**src/rtl/lsu_if.sv**
```systemverilog
// lsu_if: decode request/response and data-cache bus bundle for the load/store unit
interface lsu_if #(
  parameter int DATA_WIDTH = 32,
  parameter int ADDR_WIDTH = 32
);
  localparam int NB = DATA_WIDTH / 8;
  logic                  req_valid;
  logic                  req_ready;
  logic                  req_we;
  logic [1:0]            req_size;
  logic                  req_unsigned;
  logic [ADDR_WIDTH-1:0] req_addr;
  logic [DATA_WIDTH-1:0] req_wdata;
  logic                  resp_valid;
  logic [DATA_WIDTH-1:0] resp_data;
  logic                  resp_err;
  logic                  dc_req;
  logic                  dc_we;
  logic [ADDR_WIDTH-1:0] dc_addr;
  logic [DATA_WIDTH-1:0] dc_wdata;
  logic [NB-1:0]         dc_be;
  logic                  dc_valid;
  logic [DATA_WIDTH-1:0] dc_rdata;
  modport slave (
    input  req_valid, req_we, req_size, req_unsigned, req_addr, req_wdata, dc_valid, dc_rdata,
    output req_ready, resp_valid, resp_data, resp_err, dc_req, dc_we, dc_addr, dc_wdata, dc_be
  );
  modport master (
    output req_valid, req_we, req_size, req_unsigned, req_addr, req_wdata, dc_valid, dc_rdata,
    input  req_ready, resp_valid, resp_data, resp_err, dc_req, dc_we, dc_addr, dc_wdata, dc_be
  );
endinterface

```
**src/rtl/lsu_aligned.sv**
```systemverilog
// lsu_aligned: single-outstanding load/store unit with lane alignment, load extension and cache timeout
module lsu_aligned #(
  parameter int DATA_WIDTH     = 32,
  parameter int ADDR_WIDTH     = 32,
  parameter int TIMEOUT_CYCLES = 16
) (
  input logic  clk,
  input logic  rst,
  lsu_if.slave bus
);
  localparam int NB = DATA_WIDTH / 8;
  localparam int LB = $clog2(NB);
  localparam int CW = TIMEOUT_CYCLES > 1 ? $clog2(TIMEOUT_CYCLES) : 1;
  typedef enum logic [1:0] {IDLE, BUSY, RESP} state_t;
  state_t                state_q, state_d;
  logic                  we_q, uns_q, err_q;
  logic [1:0]            size_q;
  logic [LB-1:0]         lane_q;
  logic [ADDR_WIDTH-1:0] addr_q;
  logic [DATA_WIDTH-1:0] wdata_q, data_q, s, m, ld;
  logic [NB-1:0]         be_q;
  logic [CW-1:0]         cnt_q;
  logic                  acc, mis, tmo, sb;
  logic [2:0]            amask;
  logic [7:0]            bmask;
  logic [LB-1:0]         lane;
  assign lane  = bus.req_addr[LB-1:0];
  assign amask = 3'((4'd1 << bus.req_size) - 4'd1);
  assign bmask = 8'((9'd1 << (4'd1 << bus.req_size)) - 9'd1);
  assign mis   = (|(bus.req_addr[2:0] & amask)) | (bus.req_size == 2'd3 && DATA_WIDTH == 32);
  assign acc   = bus.req_valid & bus.req_ready;
  assign tmo   = (TIMEOUT_CYCLES != 0) && (cnt_q == CW'(TIMEOUT_CYCLES - 1));
  // dc_valid beats a same-cycle timeout because it is checked first
  always_comb begin
    state_d = state_q;
    if (acc) state_d = mis ? RESP : BUSY;
    else if (state_q == RESP) state_d = IDLE;
    else if (state_q == BUSY && (bus.dc_valid || tmo)) state_d = RESP;
  end
  always_comb begin
    m = '0;
    for (int i = 0; i < NB; i++) m[8*i +: 8] = {8{i < (1 << size_q)}};
    s  = bus.dc_rdata >> {lane_q, 3'b000};
    sb = size_q == 2'd0 ? s[7] : size_q == 2'd1 ? s[15] : size_q == 2'd2 ? s[31] : s[DATA_WIDTH-1];
    ld = (s & m) | ({DATA_WIDTH{sb & ~uns_q}} & ~m);
  end
  always_ff @(posedge clk) begin
    if (rst) begin
      state_q <= IDLE;
      we_q    <= 1'b0;
      uns_q   <= 1'b0;
      err_q   <= 1'b0;
      size_q  <= '0;
      lane_q  <= '0;
      addr_q  <= '0;
      wdata_q <= '0;
      data_q  <= '0;
      be_q    <= '0;
      cnt_q   <= '0;
    end else begin
      state_q <= state_d;
      cnt_q   <= state_q == BUSY ? cnt_q + 1'b1 : '0;
      if (acc) begin
        we_q    <= bus.req_we;
        uns_q   <= bus.req_unsigned;
        size_q  <= bus.req_size;
        lane_q  <= lane;
        err_q   <= mis;
        data_q  <= '0;
        addr_q  <= {bus.req_addr[ADDR_WIDTH-1:LB], LB'(0)};
        wdata_q <= bus.req_wdata << {lane, 3'b000};
        be_q    <= NB'(16'(bmask) << lane);
      end else if (state_q == BUSY && bus.dc_valid) begin
        err_q  <= 1'b0;
        data_q <= we_q ? '0 : ld;
      end else if (state_q == BUSY && tmo) begin
        err_q  <= 1'b1;
        data_q <= '0;
      end
    end
  end
  assign bus.req_ready  = ~rst & (state_q != BUSY);
  assign bus.resp_valid = state_q == RESP;
  assign bus.resp_err   = (state_q == RESP) & err_q;
  assign bus.resp_data  = state_q == RESP ? data_q : '0;
  assign bus.dc_req     = state_q == BUSY;
  assign bus.dc_we      = we_q;
  assign bus.dc_addr    = addr_q;
  assign bus.dc_wdata   = wdata_q;
  assign bus.dc_be      = be_q;
endmodule

```
**src/flat_wrapper.sv**
```systemverilog
// flat-port wrapper written by rule: the top's interface ports become plain ports
module lsu_aligned_flat 
#(
  parameter int DATA_WIDTH     = 32,
  parameter int ADDR_WIDTH     = 32,
  parameter int TIMEOUT_CYCLES = 16
)
  (clk, rst, bus_req_valid, bus_req_we, bus_req_size, bus_req_unsigned, bus_req_addr, bus_req_wdata, bus_dc_valid, bus_dc_rdata, bus_req_ready, bus_resp_valid, bus_resp_data, bus_resp_err, bus_dc_req, bus_dc_we, bus_dc_addr, bus_dc_wdata, bus_dc_be);
  lsu_if #(.DATA_WIDTH(DATA_WIDTH), .ADDR_WIDTH(ADDR_WIDTH)) bus_i ();
  input logic clk;
  input logic rst;
  input wire logic [$bits(bus_i.req_valid)-1:0] bus_req_valid;
  input wire logic [$bits(bus_i.req_we)-1:0] bus_req_we;
  input wire logic [$bits(bus_i.req_size)-1:0] bus_req_size;
  input wire logic [$bits(bus_i.req_unsigned)-1:0] bus_req_unsigned;
  input wire logic [$bits(bus_i.req_addr)-1:0] bus_req_addr;
  input wire logic [$bits(bus_i.req_wdata)-1:0] bus_req_wdata;
  input wire logic [$bits(bus_i.dc_valid)-1:0] bus_dc_valid;
  input wire logic [$bits(bus_i.dc_rdata)-1:0] bus_dc_rdata;
  output wire logic [$bits(bus_i.req_ready)-1:0] bus_req_ready;
  output wire logic [$bits(bus_i.resp_valid)-1:0] bus_resp_valid;
  output wire logic [$bits(bus_i.resp_data)-1:0] bus_resp_data;
  output wire logic [$bits(bus_i.resp_err)-1:0] bus_resp_err;
  output wire logic [$bits(bus_i.dc_req)-1:0] bus_dc_req;
  output wire logic [$bits(bus_i.dc_we)-1:0] bus_dc_we;
  output wire logic [$bits(bus_i.dc_addr)-1:0] bus_dc_addr;
  output wire logic [$bits(bus_i.dc_wdata)-1:0] bus_dc_wdata;
  output wire logic [$bits(bus_i.dc_be)-1:0] bus_dc_be;
  assign bus_i.req_valid = bus_req_valid;
  assign bus_i.req_we = bus_req_we;
  assign bus_i.req_size = bus_req_size;
  assign bus_i.req_unsigned = bus_req_unsigned;
  assign bus_i.req_addr = bus_req_addr;
  assign bus_i.req_wdata = bus_req_wdata;
  assign bus_i.dc_valid = bus_dc_valid;
  assign bus_i.dc_rdata = bus_dc_rdata;
  assign bus_req_ready = bus_i.req_ready;
  assign bus_resp_valid = bus_i.resp_valid;
  assign bus_resp_data = bus_i.resp_data;
  assign bus_resp_err = bus_i.resp_err;
  assign bus_dc_req = bus_i.dc_req;
  assign bus_dc_we = bus_i.dc_we;
  assign bus_dc_addr = bus_i.dc_addr;
  assign bus_dc_wdata = bus_i.dc_wdata;
  assign bus_dc_be = bus_i.dc_be;
  lsu_aligned #(.DATA_WIDTH(DATA_WIDTH), .ADDR_WIDTH(ADDR_WIDTH), .TIMEOUT_CYCLES(TIMEOUT_CYCLES)) u_core (.clk(clk), .rst(rst), .bus(bus_i));
endmodule
```
**config.mk**
```make
export PLATFORM = sky130hd
export DESIGN_NAME = lsu_aligned_flat
export DESIGN_NICKNAME = d
export VERILOG_FILES = /design/src/rtl/lsu_if.sv /design/src/rtl/lsu_aligned.sv /design/src/flat_wrapper.sv
export SDC_FILE = /design/constraint.sdc
export NUM_CORES = 1
export LEC_CHECK = 0
export CORE_MARGIN = 4
export CORE_UTILIZATION = 65
export CTS_CLUSTER_DIAMETER = 120
export CTS_CLUSTER_SIZE = 14
export DETAILED_ROUTE_END_ITERATION = 10
export DONT_BUFFER_PORTS = 1
export PLACE_DENSITY = 0.79
export SETUP_SLACK_MARGIN = 0.4
export SLEW_MARGIN = 15
export SYNTH_ARGS = -nofsm -noshare
export SYNTH_HDL_FRONTEND = slang
export SYNTH_SLANG_ARGS = --single-unit
```
**constraint.sdc**
```tcl
create_clock -name clk -period 5.09 [get_ports clk]
set_clock_uncertainty 0.05 [all_clocks]
set_input_delay 1.2725 -clock clk [delete_from_list [all_inputs] [get_ports clk]]
set_output_delay 1.2725 -clock clk [all_outputs]
set_load 0.02 [all_outputs]
```
==> flow_metrics.tcl, run 1 <==
set metrics [dict create \
    setup_viol 0 \
    worstSetupEndpoint "bus_resp_data[3]" \
    ys_ff_latch 111 \
    r2r_slack_ps 2710 \
    path_depth 2 \
    synth-edff-count 0 \
    synth_ff_type "dfxtp_1" \
    relSlewSlack 0.322 \
    dp_hpwl_um 9100 \
    fin_util 0.684 \
    cts.repair.resized 0 \
    min_period_ps 2950 \
    maxCapViolCount 0 \
    boundaryPins 209 \
    crit_family "simple AND/OR/NAND/NOR gates" \
    cp.arrival_ps 1630 \
    clock-root-buffer "clkbuf_8" \
    antenna_found_initial 0 \
    hold_path_depth 1 \
    ant_nets 0 \
    hold_viol 0 \
    route.detailed.drc 0 \
    dp_cells 641 \
    die_h_um 96.6 \
    cts_tree "done" \
    crit_chain "nor2b_4 > and2_1" \
    wl_per_cell_um 19.0 \
    startpoint "u_core.state_q[1]" \
    synthDistinctLibCells 45 \
    antennaDiodeCount 0 \
    avgViaCountPerCell 6.26 \
    ir_worst_vdd_mv 0.187 \
    port_buffers 0 \
    synthTopCellsByCount "dfxtp_1 (111), nand2_1 (102), nand3b_1 (47)" \
    gr-usage-all-layers 0.259 \
    cp.required_ps 3770 \
    cts_max_path_buffers 2 \
    syn_area_per_cell_um2 8.78 \
    rsz0062_at_grt "false" \
    synth_cells 581 \
    slew_viol_final 0 \
    post-cts-setup-buffers 0 \
    synth_top_area_share 0.436 \
    area_growth_pct 3.19 \
    setup_ws_ps 2140 \
    ys_async_sr_fraction 0 \
    gp_congestion 0.867 \
    synthTopCellsByArea "dfxtp_1 (44%), nand2_1 (7.5%), nand3b_1 (6.9%)" \
    fin_crit_sh 0.580 \
    yosys_warnings 0 \
    finalWirelength_um 12500 \
    fin_cells 658 \
    die_area_um2 9320 \
    seq_area_frac_synth 0.436 \
    grt_max_degree 69 \
    clk-insertion-delay-late_ps 360 \
    critical_path_class "reg2out" \
    grt.overflow.total 0 \
    grt_first_pass_wirelength_um 18900 \
    grt_pass1_vias 3873 \
    end_kind "output port" \
    drtIter0Drc 199 \
    fmax_mhz 339 \
    cts_hold_buf 0 \
    total_leakage_power_uw 0.00218 \
    final.setup.tns_ps 0 \
    worst-path-buf-inv 0 \
    layout.nets 656 \
    r2r_end "u_core.data_q[31]" \
    firstDrtPassIters 5 \
    synth_area_um2 5100 \
    slowest_stage "nor2b_4" \
    rr_worst_depth 5 \
    status "complete, no violations" \
    clock-sinks 111 \
    initial_core_util 0.663 \
    power.density_nw_per_um2 320 \
    coreArea_um2 7690 \
    die_x_um 96.6 \
    start_kind "flip-flop" \
    timing.rr.start "u_core.lane_q[0]" \
    post-place-ws_ps 2180 \
    drive_gt1_frac 0.0737 \
    yosysMostFrequentCell "dfxtp_1" \
    htreeDepth 3 \
    holdCritPathClass "reg2reg" \
    tightest_slew_ps 1020 \
    cpPeakStageDelay_ps 540 \
    cts-buffers-inserted 9 \
    yosysTopAreaCell "dfxtp_1" \
    crit_fanout 34 \
    rows 32 \
    path_clk_slew_ps 100 \
    vias 4116 \
]
## registers in the layout, indices dropped and copies added (netlist names), 2 cells and up
name	count
u_core.bus.dc_addr	30
u_core.bus.dc_be	4
u_core.bus.dc_wdata	32
u_core.cnt_q	4
u_core.data_q	32
u_core.lane_q	2
u_core.size_q	2
u_core.state_q	2
## layout by cell type, fill, tap and decap left out, drive strengths merged, types with 2 or more instances in the layout
cell type / n
dfxtp: 111
nand2: 102
nand3b: 47
o21ai: 34
and2: 33
mux2i: 33
nor2: 32
a21oi: 22
a22o: 16
a211o: 15
mux2: 11
nand2b: 11
clkbuf: 11
nor3: 9
o211ai: 8
a32oi: 8
nor2b: 8
a221o: 8
inv: 6
buf: 4
or3: 2
nor3b: 2
xor2: 2
a21o: 2
and2b: 2
conb: 2
clkinv: 2
## worst min-delay path by stage
stage	end	slack [ps]	from
after global placement	u_core.cnt_q[0]	390	u_core.cnt_q[0]
after global routing	u_core.cnt_q[0]	440	u_core.cnt_q[0]
after detailed placement	u_core.data_q[17]	400	u_core.data_q[17]
after CTS	u_core.data_q[7]	410	u_core.data_q[7]
final	u_core.cnt_q[0]	420	u_core.cnt_q[0]
after floorplan	u_core.data_q[16]	380	u_core.data_q[16]
## layout make-up
type / instances / area (µm²)
fillers: 654 / 2430
repair buffers: 4 / 42.5
flip-flops and latches: 111 / 2220
well taps: 102 / 128
inverters: 3 / 11.3
clock inverters: 5 / 40.0
multi-input cells: 422 / 2680
clock buffers: 11 / 141
## metrics by stage
stage	hold slack, ps	total power, µW	area, µm²
final	415	1680	5260
after global routing	437	1760	5260
after CTS	413	1690	5240
after detailed placement	396	1210	5050
after global placement	387	1200	5050
after floorplan	377	1180	5100
## metal layers
layer | routed length [µm] | track usage | vias up
met5 | 0 | 0 | -
met4 | 293 | 0.0946 | 0
met3 | 1420 | 0.103 | 26
met2 | 5890 | 0.410 | 192
met1 | 4900 | 0.319 | 1933
li1 | - | - | 1965
## worst reg2reg max path: cells and delay by family (launching register included)
kind	cells	cell delay [ps]
AOI/OAI and AO/OA	2	1050
muxes	2	530
buffers and inverters	1	390
DFF	1	320
## logic make-up after synthesis
| logic type | synth area share |
|---|---|
| adder cells (fa/ha/maj) | 0.00245 |
| buffers and inverters | 0.0434 |
| multiplexers | 0.0891 |
| other | 0.000735 |
| XOR/XNOR | 0.00515 |
| flip-flops | 0.436 |
| AO/OA/AOI/OAI | 0.164 |
| AND/OR/NAND/NOR | 0.259 |
## power breakdown
group / total [µW] / internal, µW / switching [µW] / leakage (µW)
sequential: 1000 / 917 / 86.9 / 0.000907
clock: 493 / 198 / 295 / 0.0000947
combinational: 185 / 80.8 / 104 / 0.00118
total: 1680 / 1200 / 486 / 0.00218
Power figures use the tool's default switching activity.
==> run 2: changes to the inputs <==
--- a/config.mk
+++ b/config.mk
@@ -6,12 +6,12 @@
 export NUM_CORES = 1
 export LEC_CHECK = 0
 export CORE_MARGIN = 4
-export CORE_UTILIZATION = 65
+export CORE_UTILIZATION = 57
 export CTS_CLUSTER_DIAMETER = 120
 export CTS_CLUSTER_SIZE = 14
 export DETAILED_ROUTE_END_ITERATION = 10
 export DONT_BUFFER_PORTS = 1
-export PLACE_DENSITY = 0.79
+export PLACE_DENSITY = 0.73
 export SETUP_SLACK_MARGIN = 0.4
 export SLEW_MARGIN = 15
 export SYNTH_ARGS = -nofsm -noshare
==> constraint.sdc (replaced) <==
create_clock -name clk -period 2.6 [get_ports clk]
set_clock_uncertainty 0.05 [all_clocks]
set_input_delay 0.65 -clock clk [delete_from_list [all_inputs] [get_ports clk]]
set_output_delay 0.65 -clock clk [all_outputs]
set_load 0.02 [all_outputs]
==> flow_metrics.tcl, run 2 (same netlist as run 1, synthesis figures left out) <==
set metrics [dict create \
    port_buffers 0 \
    cts-buffers-inserted 9 \
    die_area_um2 10500 \
    cp.required_ps 1900 \
    clk-insertion-delay-late_ps 370 \
    post-cts-setup-buffers 0 \
    critical_path_class "reg2out" \
    path_clk_slew_ps 110 \
    ant_nets 0 \
    cpPeakStageDelay_ps 370 \
    final.setup.tns_ps 0 \
    drive_gt1_frac 0.149 \
    post-place-ws_ps 493 \
    wl_per_cell_um 19.4 \
    crit_chain "nor2b_2 > buf_8 > and2_2" \
    holdCritPathClass "in2reg" \
    cts_tree "done" \
    slew_viol_final 0 \
    coreArea_um2 8720 \
    route.detailed.drc 0 \
    grt.overflow.total 0 \
    setup_viol 0 \
    final_common_cell "dfxtp_1" \
    grt_first_pass_wirelength_um 19800 \
    finalWirelength_um 13000 \
    boundaryPins 209 \
    layout_common_cells "dfxtp_1 (111), nand2_1 (102), nand3b_1 (47), o21ai_0 (34)" \
    place_area_um2 5120 \
    final_area_um2 5390 \
    grt_pass1_vias 3829 \
    ir_worst_vdd_mv 0.417 \
    hold_viol 0 \
    fin_crit_sh 0.814 \
    crit_family "simple AND/OR/NAND/NOR gates" \
    cp.arrival_ps 1420 \
    cts_hold_buf 0 \
    avgViaCountPerCell 6.06 \
    status "complete, no violations" \
    worst-path-buf-inv 1 \
    dp_hpwl_um 9570 \
    crit_fanout 34 \
    drtIter0Drc 196 \
    fin_util 0.618 \
    fmax_mhz 473 \
    tightest_slew_ps 666 \
    clock-root-buffer "clkbuf_8" \
    r2r_slack_ps 640 \
    slowest_stage "dfxtp_1" \
    rows 34 \
    power.density_nw_per_um2 635 \
    end_kind "output port" \
    cts.repair.resized 6 \
    layout.nets 663 \
    initial_core_util 0.585 \
    total_leakage_power_uw 0.00224 \
    maxCapViolCount 0 \
    dp_cells 655 \
    grt_max_degree 69 \
    firstDrtPassIters 4 \
    area_growth_pct 5.62 \
    fillers 757 \
    gp_congestion 0.839 \
    relSlewSlack 0.555 \
    gr-usage-all-layers 0.239 \
    min_period_ps 2120 \
    antenna_found_initial 0 \
    cts_max_path_buffers 2 \
    vias 4066 \
    fin_cells 671 \
    setup_ws_ps 485 \
    die_h_um 103 \
    die_x_um 103 \
    clock-sinks 111 \
    start_kind "flip-flop" \
    antennaDiodeCount 0 \
    htreeDepth 3 \
    rsz0062_at_grt "false" \
]
run 2: cell count changes in the layout (fill, tap and decap cells not counted), sizes merged:
cell	previous run	this run
buf	4	11
bufinv	0	1
clkbuf	11	9
clkinv	2	0
clkinvlp	0	2
inv	6	7
run 2: area by class of cell:
class	instances	area [µm²]	area share
Clock buffer	9	124	0.0230
Clock inverter	7	85.1	0.0158
Inverter	3	11.3	0.00209
Multi-Input combinational cell	422	2720	0.505
Sequential cell	111	2220	0.413
Tap cell	108	135	0.0251
Timing Repair Buffer	11	90.1	0.0167
run 2: power by group:
group          switching (µW)  internal (µW)
sequential                168           1800
clock                     624            466
combinational             205            162
total                     996           2420
run 2: metal layers:
layer,global-route usage,part of all wire
met3,0.0832,0.10
met4,0.0716,0.014
met1,0.326,0.42
met2,0.359,0.46
met5,0,0
run 2: stage by stage:
step / hold WS, ps / total power, µW
CTS: 292 / 3430
finish: 305 / 3420
detailed placement: 396 / 2370
global placement: 387 / 2350
floorplan: 377 / 2300
global route: 277 / 3570
run 2: path summary, 6_finish.rpt:
check / to / cells after the start / start
max: bus_resp_data[8] / 3 / u_core.state_q[1]
min reg2reg: u_core.data_q[7] / 2 / u_core.data_q[7]
max reg2reg: u_core.bus.dc_wdata[4] / 5 / u_core.state_q[1]
min: u_core.bus.dc_be[3] / 1 / rst
